## config.mk

```make
export PLATFORM = sky130hd
export DESIGN_NAME = ad1939_adc_deserializer
export DESIGN_NICKNAME = d
export VERILOG_FILES = /design/src/rtl/ad1939_adc_deserializer.sv
export SDC_FILE = /design/constraint.sdc
export NUM_CORES = 1
export LEC_CHECK = 0
export BUFFER_PORTS_ARGS = -buffer_cell sky130_fd_sc_hd__buf_2
export CORE_UTILIZATION = 35
export DETAILED_ROUTE_END_ITERATION = 6
export PLACE_DENSITY = 0.54
export SYNTH_ARGS = -nofsm -noshare
export SYNTH_HDL_FRONTEND = slang
export SYNTH_SLANG_ARGS = --single-unit
export TNS_END_PERCENT = 5
```

## constraint.sdc

```tcl
create_clock -name clk -period 1.6 [get_ports clk]
set_clock_uncertainty 0.15 [all_clocks]
set_input_delay 0.4 -clock clk [delete_from_list [all_inputs] [get_ports clk]]
set_output_delay 0.4 -clock clk [all_outputs]
set_load 0.02 [all_outputs]
```

## src/rtl/ad1939_adc_deserializer.sv

```systemverilog
`default_nettype none
// ============================================================================
// Module   : ad1939_adc_deserializer
// Purpose  : AD1939 ADC serial (I2S / left-justified) to Avalon-ST stereo samples,
//            codec clocks oversampled in clk. Macro AD1939_ADC_LJ_EN selects LJ.
// Revision : 1.0 - initial release
// ============================================================================
module ad1939_adc_deserializer #(
   parameter int DATA_W      = 24,
   parameter int SLOT_W      = 32,
   parameter int SYNC_STAGES = 2
) (
   input  logic              clk,
   input  logic              reset,
   input  logic              adc_bclk,
   input  logic              adc_lrclk,
   input  logic              adc_sdata,
   output logic [DATA_W-1:0] avalon_st_data,
   output logic              avalon_st_channel,
   output logic              avalon_st_valid,
   input  logic              avalon_st_ready,
   input  logic              status_clear,
   output logic              overrun,
   output logic              framing_err
);

   localparam int               CNT_W      = (SLOT_W > 1) ? $clog2(SLOT_W) : 1;
   localparam logic [CNT_W-1:0] c_last_bit = CNT_W'(DATA_W - 1);

   localparam logic [1:0] c_idle  = 2'd0;
   localparam logic [1:0] c_delay = 2'd1;
   localparam logic [1:0] c_shift = 2'd2;
   localparam logic [1:0] c_pad   = 2'd3;

`ifdef AD1939_ADC_LJ_EN
   localparam logic [1:0] c_restart = c_shift;
`else
   localparam logic [1:0] c_restart = c_delay;
`endif

   logic [SYNC_STAGES-1:0] r_bclk_sync;
   logic [SYNC_STAGES-1:0] r_lr_sync;
   logic [SYNC_STAGES-1:0] r_sd_sync;
   logic                   r_bclk_d;
   logic                   r_lr_d;
   logic                   r_sd_d;
   logic                   r_bclk_rise;
   logic                   r_lr_edge;

   // Synchronizers free-run through reset so a level already present at
   // release is never mistaken for an LRCLK edge.
   always_ff @(posedge clk) begin
      r_bclk_sync <= {r_bclk_sync[SYNC_STAGES-2:0], adc_bclk};
      r_lr_sync   <= {r_lr_sync[SYNC_STAGES-2:0], adc_lrclk};
      r_sd_sync   <= {r_sd_sync[SYNC_STAGES-2:0], adc_sdata};
      r_bclk_d    <= r_bclk_sync[SYNC_STAGES-1];
      r_lr_d      <= r_lr_sync[SYNC_STAGES-1];
      r_sd_d      <= r_sd_sync[SYNC_STAGES-1];
      if (reset) begin
         r_bclk_rise <= 1'b0;
         r_lr_edge   <= 1'b0;
      end else begin
         r_bclk_rise <= r_bclk_sync[SYNC_STAGES-1] & ~r_bclk_d;
         r_lr_edge   <= r_lr_sync[SYNC_STAGES-1] ^ r_lr_d;
      end
   end

   logic [1:0]        r_state;
   logic [CNT_W-1:0]  r_cnt;
   logic [DATA_W-1:0] r_shift;
   logic              r_slot_ch;
   logic              r_done;
   logic              r_done_ch;
   logic              w_take;
   logic              w_last;

   assign w_take = (r_state == c_shift) && r_bclk_rise;
   assign w_last = w_take && (r_cnt == c_last_bit);

   always_ff @(posedge clk) begin
      if (reset) begin
         r_state     <= c_idle;
         r_cnt       <= '0;
         r_shift     <= '0;
         r_slot_ch   <= 1'b0;
         r_done      <= 1'b0;
         r_done_ch   <= 1'b0;
         framing_err <= 1'b0;
      end else begin
         r_done <= w_last;
         if (w_last)
            r_done_ch <= r_slot_ch;
         if (w_take)
            r_shift <= (r_shift << 1) | DATA_W'(r_sd_d);

         // A final bit arriving with the LRCLK edge still completes its word.
         if (r_lr_edge) begin
            r_slot_ch <= r_lr_d;
            r_cnt     <= '0;
            r_state   <= c_restart;
         end else begin
            case (r_state)
               c_delay: if (r_bclk_rise) r_state <= c_shift;
               c_shift: begin
                  if (r_bclk_rise) begin
                     if (w_last)
                        r_state <= c_pad;
                     else
                        r_cnt <= r_cnt + 1'b1;
                  end
               end
               default: r_state <= r_state;
            endcase
         end

         if (r_lr_edge && (r_state == c_shift) && !w_last)
            framing_err <= 1'b1;
         else if (status_clear)
            framing_err <= 1'b0;
      end
   end

   always_ff @(posedge clk) begin
      if (reset) begin
         avalon_st_data    <= '0;
         avalon_st_channel <= 1'b0;
         avalon_st_valid   <= 1'b0;
         overrun           <= 1'b0;
      end else begin
         if (r_done) begin
            avalon_st_data    <= r_shift;
            avalon_st_channel <= r_done_ch;
            avalon_st_valid   <= 1'b1;
         end else if (avalon_st_valid && avalon_st_ready) begin
            avalon_st_valid <= 1'b0;
         end

         if (r_done && avalon_st_valid && !avalon_st_ready)
            overrun <= 1'b1;
         else if (status_clear)
            overrun <= 1'b0;
      end
   end

endmodule
`default_nettype wire

```

After elaboration in Yosys (flattened, before gate mapping)
Cells that the tools add are included.
Cells by class
  add/sub/neg operators: 1
  eq/ne operators: 9
  muxes and demuxes: 10
  bitwise logic cells: 5
  reduce and logical (&&, ||, !) cells: 18
Operators with widths (count)
  OR 24 x 1 -> 24 bit: 1
  != test 3 bit (second input constant): 3
  AND reduction 4 bit: 2
  nonzero test 2 bit: 4
  logical AND 1 bit: 7
  two-way mux 1 bit: 6
  two-way mux 2 bit: 3
  != test 2 bit (second input constant): 3
  adder 5 x 1 -> 5 bit (second input constant): 1
  equality test 5 bit (second input constant): 1
  one-hot mux 2 bit (2 select lines): 1
  AND reduction 3 bit: 1
  nonzero test 3 bit: 1
  equality test 2 x 1 -> 1 bit (second input constant): 1
  equality test 2 bit (second input constant): 1
  zero test 1 bit: 2
  NOT 1 bit: 2
  OR reduction 2 bit: 1
  AND 1 bit: 1
  bitwise XOR 1 bit: 1
Storage, ports and cells
  register bits: 73
  output and inout port bits: 28
  logic and storage cells: 63

Depth between registers and ports, before layout
Gate-level depths: netlist (run 1).
  depth after elaboration: 7
  depth in mapped cells: 5
  mapped depth without buffers: 4

Worst setup path after synthesis (run 1)
OpenSTA, ideal clock, no wires.
  path kind: register -> register
  start: reg r_cnt[0]
  end: reg r_cnt[3]
  arrival time: 1.424 ns
  required time: 1.380 ns
  path slack: -0.044 ns
  cell stages (with the launch flop): 6
  cell sequence: dfxtp_1 -> ha_1 -> and4b_1 -> buf_6 -> or4_1 -> a21oi_1
On the way
  word-level cells in the longest chain between the ends: 4
  elaborated cells between the ends (all ways): 5
  classes of those cells: 1 x add/sub; 1 x eq/ne; 1 x bitwise; 2 x reduce/logical
Ends and longest elaborated chain
  start, declared: line 69  | logic [CNT_W-1:0] r_cnt;
  start signal, assigned: line 109  | r_cnt <= r_cnt + 1'b1;
  branches (longest 4 deep; another with adder 5 x 1 -> 5 bit)
Several ways; the timed one is not identified.
A chain may end at the register's enable or synchronous reset.

Worst setup path in the final report (run 1)
  start: reg r_cnt[1]
  end: reg r_cnt[3]
The elaborated chain is that of the path after synthesis.

==> results by group, run 1 <==
Worst setup path
  – Arr. time, crit path: 1.68 ns
  – Crit path buf inv count: 0
  – Setup CP Type: flop to flop
  – Element type at the critical path start: flop
  – Top delay family on crit path: simple AND/OR/NAND/NOR gates
  – CP Cell Sequence: ha_2 > and4b_1 > or4_4 > a21oi_2
  – Req. time, crit path: 1.72 ns
  – Worst setup EP type: flop
  – Max stage delay on crit path: 0.48 ns
  – Worst path slowest cell: or4_4
  – Crit-path max FO: 4

Global route
  – GRT met2 Usage: 20.85%
  – Global-route wire length before repair: 7659 um
  – Grt met3 use: 3.561%
  – Tot GR Track Use: 13.47%
  – Gr busiest metal: met2
  – Largest net degree at the start of global routing: 23
  – Initial antenna violation count: 0
  – Vias in the first global route: 1720
  – GRT overflow: 0
  – Routing usage on met1: 16.61%

Logic synthesis
  – Post-synth top flop: dfxtp_1
  – Synthesized area per cell: 9.512 um^2
  – Warnings, synthesis: 0
  – Number of synthesized flops with an enable pin: 0
  – Top-area cell type share of the netlist area: 59.32%
  – Syn Nets: 267
  – Cell count after synthesis: 259
  – Seq/Total Area, Yosys: 59.32%
  – Post-synthesis instance area: 0.002464 mm^2
  – Count leader, synth: dfxtp_1
  – Leading area contributor after synthesis: dfxtp_1
  – Synth area leaders: dfxtp_1 59%, mux2i_1 11%, nand2_1 7.3%, a21oi_1 6.7%, nor2_1 5.0%
  – Share of synthesized registers carrying an async set or reset: 0%
  – Synth cell types: 29
  – Most frequent cells after synthesis: 73 x dfxtp_1, 48 x nand2_1, 33 x a21oi_1, 33 x nor2_1, 26 x mux2i_1
  – Synthesized flop and latch total: 73

Outcome
  – Outcome: completed

Finish
  – Nets@finish: 310
  – # diodes: 0
  – Design area: 0.002980 mm^2
  – Synth-to-Final Area Change: 20.98%
  – Share of cells above drive strength 1: 21.50%
  – Final cell count without fillers: 403

Timing
  – Worst slew pin tran: 0.2698 ns
  – Setup violators final: 0
  – Setup ws final: 0.04384 ns
  – Fin crit share: 97.26%
  – Final hold vios: 0
  – Fmax: 642.6 MHz
  – Pins Over Slew Limit: 0
  – Slew HR: 82.01%
  – Period minus WS final: 1.556 ns
  – Hold Worst Slack: 0.1786 ns

Detailed routing
  – Via density: 4.514
  – DRT iter0 DRCs: 126
  – # DRC: 0
  – DRT antenna net count: 0
  – Vias post-DR: 1819
  – DR WL/cell: 11.12 um
  – Pre-antenna DRT Iters: 4
  – WL final: 4482 um

Clock network
  – Longest Clk Path Bufs: 2
  – CTS tree: built
  – H-tree levels: 3
  – Worst skew pair latency: 0.34 ns
  – Cts bufs inserted: 9
  – Sink Count: 73
  – Root buffer cell: clkbuf_8
  – Reg clk slew, reported paths: 0.07 ns

Die
  – I/O Pins: 35
  – Die Span X: 85.90 um
  – Core region area: 0.006794 mm^2
  – Initial core utilization: 36.26%
  – Die area: 0.007379 mm^2
  – Cell Rows: 30
  – Die Span Y: 85.90 um

Pwr
  – Leakage: 1.118 nW
  – Pwr/cell area: 1058 mW/mm^2
  – Worst vdd ir: 0.4318 mV

Place
  – Detail Placement HPWL: 2949 um
  – PortBufs: 34
  – Routability Congestion: 0.7547
  – DP Cell Count: 383
  – Setup WS pre-CTS: 0.04785 ns
  – DP Area: 0.002763 mm^2

Flow run
  – Max-cap viol count: 0

Hold path
  – Hold Crit Class: flop to flop
==> path summary, 6_finish.rpt <==
path | start | to | slack (ns) | depth (start not counted)
worst min register to register | r_sd_sync[1]$_DFF_P_ | r_sd_d$_DFF_P_ | 0.18 | 0
worst max register to register | r_cnt[1]$_SDFFE_PP0P_ | r_cnt[3]$_SDFFE_PP0P_ | 0.04 | 4
worst min-delay path | r_sd_sync[1]$_DFF_P_ | r_sd_d$_DFF_P_ | 0.18 | 0
worst max-delay path | r_cnt[1]$_SDFFE_PP0P_ | r_cnt[3]$_SDFFE_PP0P_ | 0.04 | 4
==> cell families (layout without fill, tap and decap cells) <==
| logic type | after synthesis | count (layout) | share of synthesized area, % |
|---|---|---|---|
| adder cells (fa/ha/maj) | 1 | 1 | 0.5078 |
| XOR/XNOR | 1 | 1 | 0.3556 |
| AND/OR/NAND/NOR | 98 | 98 | 16.91 |
| multiplexers | 26 | 26 | 10.56 |
| flip-flops | 73 | 73 | 59.32 |
| AO/OA/AOI/OAI | 42 | 42 | 9.040 |
| buffers and inverters | 18 | 66 | 3.301 |
==> repair_timing <==
action	in CTS	in global routing
hold endpoints to repair	3	0
setup buffers	0	1
gates resized for setup	0	2
endpoints found under the setup margin	0	1
hold buffers	3	0
==> cell type report <==
| class | count | area, um^2 |
|---|---|---|
| Clock buffer | 11 | 141.4 |
| Clock inverter | 5 | 31.28 |
| Fill cell | 709 | 3814 |
| Inverter | 1 | 3.754 |
| Multi-Input combinational cell | 168 | 930.9 |
| Sequential cell | 73 | 1463 |
| Tap cell | 96 | 120.1 |
| Timing Repair Buffer | 49 | 290.3 |
==> per-stage QoR <==
stage | TNS (ns) | util [%] | power (mW)
after CTS | 0 | 43.65 | 3.208
after global placement | 0 | 40.66 | 1.944
after global routing | -0.004775 | 43.87 | 3.296
after floorplan | 0 | - | 1.922
after detailed placement | 0 | 40.66 | 1.945
final | 0 | 43.87 | 3.152
==> flip-flops by register name, indices dropped and copies added (netlist names), 2 cells and up <==
signal / count
r_shift: 24
r_state: 2
r_lr_sync: 2
r_cnt: 5
avalon_st_data: 24
r_bclk_sync: 2
r_sd_sync: 2
==> layer usage <==
metal / share of wire [%] / routed length, um
met5: 0 / 0
met4: 2.4 / 108
met3: 3.9 / 173
met2: 44 / 1985
met1: 49 / 2214
==> report_power, final <==
part | internal [mW] | switching (mW) | leakage, nW
sequential | 1.84 | 0.0111 | 0.592
combinational | 0.0258 | 0.0356 | 0.437
clock | 0.599 | 0.645 | 0.0891
==> cells in the final DEF (no fill, tap or decap), types with 3 or more instances in the layout <==
master         instances
dlygate4sd3_1          3
mux2i_1               26
clkbuf_8              10
nor2_1                33
clkinv_2               3
dfxtp_1               72
buf_4                 12
nand3_1                4
nand2_1               48
buf_2                 34
o21ai_0                4
a21oi_1               32
Power figures use the tool's default switching activity.
==> inputs of run 2 (changes only) <==
- CORE_ASPECT_RATIO: unset -> 0.75
==> run 2 against run 1 <==
Critical path depth is 1 higher. Global-route usage is 0.19 points higher. Non-clock buffer count stayed put. Sequential cell count stayed put. Design area is 1.3% higher. Wire length is 1.6% higher. Clock-buffer cell count is 1 higher. Die area hardly changed. Clock power is 17% higher. Sequential share of layout area is 0.53 points lower. Combinational power is 2% lower. Highest routed layer unchanged.
==> results by group, run 2 (synthesized netlist as in run 1, its figures left out) <==
Outcome
  – Outcome: completed

Finish
  – Fill cells: 668
  – Final cell count without fillers: 391
  – Multi-input gate area: 934.6 um^2
  – Leading cell type in the layout, fill and taps excluded: dfxtp_1
  – # diodes: 0
  – Nets@finish: 310
  – Synth-to-Final Area Change: 22.50%
  – Share of cells above drive strength 1: 22.48%
  – Final core occ: 44.39%
  – Seq. cell area: 0.001465 mm^2
  – Commonest non-fill, non-tap cells in the layout: 70 x dfxtp_1, 48 x nand2_1, 34 x buf_2
  – Biggest registers after layout: avalon_st_data (24), r_shift (24), r_cnt (5)

Detailed routing
  – Metal2 WL: 2010 um
  – DR WL/cell: 11.65 um
  – Uppermost layer routed: met4
  – Pre-antenna DRT Iters: 5
  – Met3 wire length: 232 um
  – DRT antenna net count: 0
  – Met1 wire length: 2273 um
  – # DRC: 0
  – Via density: 4.703
  – Vias post-DR: 1839
  – DRT iter0 DRCs: 88
  – WL final: 4554 um

Die
  – Initial core utilization: 36.23%
  – I/O Pins: 35
  – Die Span X: 98.88 um
  – Die Span Y: 74.66 um
  – Cell Rows: 26
  – Die area: 0.007382 mm^2
  – Core region area: 0.006799 mm^2

Pwr
  – Worst vdd ir: 0.6238 mV
  – Pwr/cell area: 1113 mW/mm^2
  – Leakage: 1.135 nW

Clock network
  – Sink Count: 73
  – Longest Clk Path Bufs: 2
  – Cts bufs inserted: 9
  – H-tree levels: 3
  – Reg clk slew, reported paths: 0.07 ns
  – Root buffer cell: clkbuf_8
  – Worst skew pair latency: 0.34 ns
  – CTS tree: built

Worst setup path
  – Req. time, crit path: 1.72 ns
  – CP Cell Sequence: ha_2 > and4b_1 > buf_4 > or3_1 > a21oi_2
  – Element type at the critical path start: flop
  – Reg2reg path depth: 5
  – Worst path slowest cell: dfxtp_2
  – Max stage delay on crit path: 0.33 ns
  – Setup CP Type: flop to flop
  – Worst setup EP type: flop
  – Arr. time, crit path: 1.66 ns
  – Crit-path max FO: 5

Timing
  – Fmax: 649.5 MHz
  – Fin crit share: 96.23%
  – Hold Worst Slack: 0.1799 ns
  – Slew HR: 74.65%
  – Pins Over Slew Limit: 0
  – Period minus WS final: 1.540 ns
  – Final hold vios: 0
  – Worst slew pin tran: 0.3802 ns
  – Setup violators final: 0

Flow run
  – Max-cap viol count: 0

Place
  – Detail Placement HPWL: 2958 um
  – Routability Congestion: 0.7504
  – PortBufs: 34
  – DP Cell Count: 371

Global route
  – Vias in the first global route: 1759
  – Initial antenna violation count: 0
  – GRT overflow: 0
  – Largest net degree at the start of global routing: 37
  – Global-route wire length before repair: 7817 um
  – Tot GR Track Use: 13.67%

Hold path
  – Hold Crit Class: flop to flop
  – Cell count of the worst hold path: 0
==> run 2: changes by cell type in the layout (fill, tap and decap cells not counted), sizes merged <==
| cell | change |
|---|---|
| clkinv | -2 |
| bufinv | +1 |
| clkbuf | +1 |
==> run 2: stage by stage <==
step | setup WS (ns) | setup TNS [ns] | power, mW | instance area (um^2)
after floorplan | 0.003791 | 0 | 1.922 | 2466
after global placement | 0.1030 | 0 | 1.942 | 2760
after detailed placement | 0.07946 | 0 | 1.943 | 2760
after CTS | 0.05819 | 0 | 3.402 | 2997
after global routing | -0.009657 | -0.01785 | 3.482 | 3018
final | 0.06024 | 0 | 3.360 | 3018
==> run 2: where the power goes <==
group | switching, mW | internal [mW] | total [mW]
Clock | 0.648 | 0.806 | 1.45
Sequential | 0.0113 | 1.83 | 1.85
Combinational | 0.0360 | 0.0242 | 0.0602
==> run 2: worst paths after layout <==
check,from,to,slack [ns]
max,r_cnt[1]$_SDFFE_PP0P_,r_cnt[0]$_SDFFE_PP0P_,0.06
min,r_lr_sync[0]$_DFF_P_,r_lr_sync[1]$_DFF_P_,0.18
max reg2reg,r_cnt[1]$_SDFFE_PP0P_,r_cnt[0]$_SDFFE_PP0P_,0.06
min reg2reg,r_lr_sync[0]$_DFF_P_,r_lr_sync[1]$_DFF_P_,0.18
==> run 2: area by class of cell <==
| cell class | instances | share of cell area, % |
|---|---|---|
| sequential | 73 | 48.55 |
| multi-input combinational | 168 | 30.97 |
| timing repair buffer | 49 | 10.03 |
| clock buffer | 12 | 5.141 |
| tap | 84 | 3.483 |
| clock inverter | 4 | 1.700 |
| inverter | 1 | 0.1244 |
==> run 2: worst max-delay path, delay by kind of cell, from the launching register on <==
kind                       cells  cell delay (ns)
AOI/OAI and AO/OA              1             0.13
adders and majority gates      1             0.18
buffers and inverters          1             0.16
DFF                            1             0.33
and+or+nand+nor                2             0.53
==> run 2: per-layer routing <==
| layer | vias up | GRT usage [%] |
|---|---|---|
| li1 | 948 | - |
| met1 | 850 | 16.86 |
| met2 | 37 | 21.60 |
| met3 | 4 | 5.292 |
| met4 | 0 | 6.136 |
| met5 | - | 0 |
==> run 2: timing repair <==
item	4_1_cts	5_1_grt
hold buffers	3	0
endpoints found under the setup margin	0	3
endpoints found under the hold margin	3	0
setup buffers	0	1
resized for setup	0	5
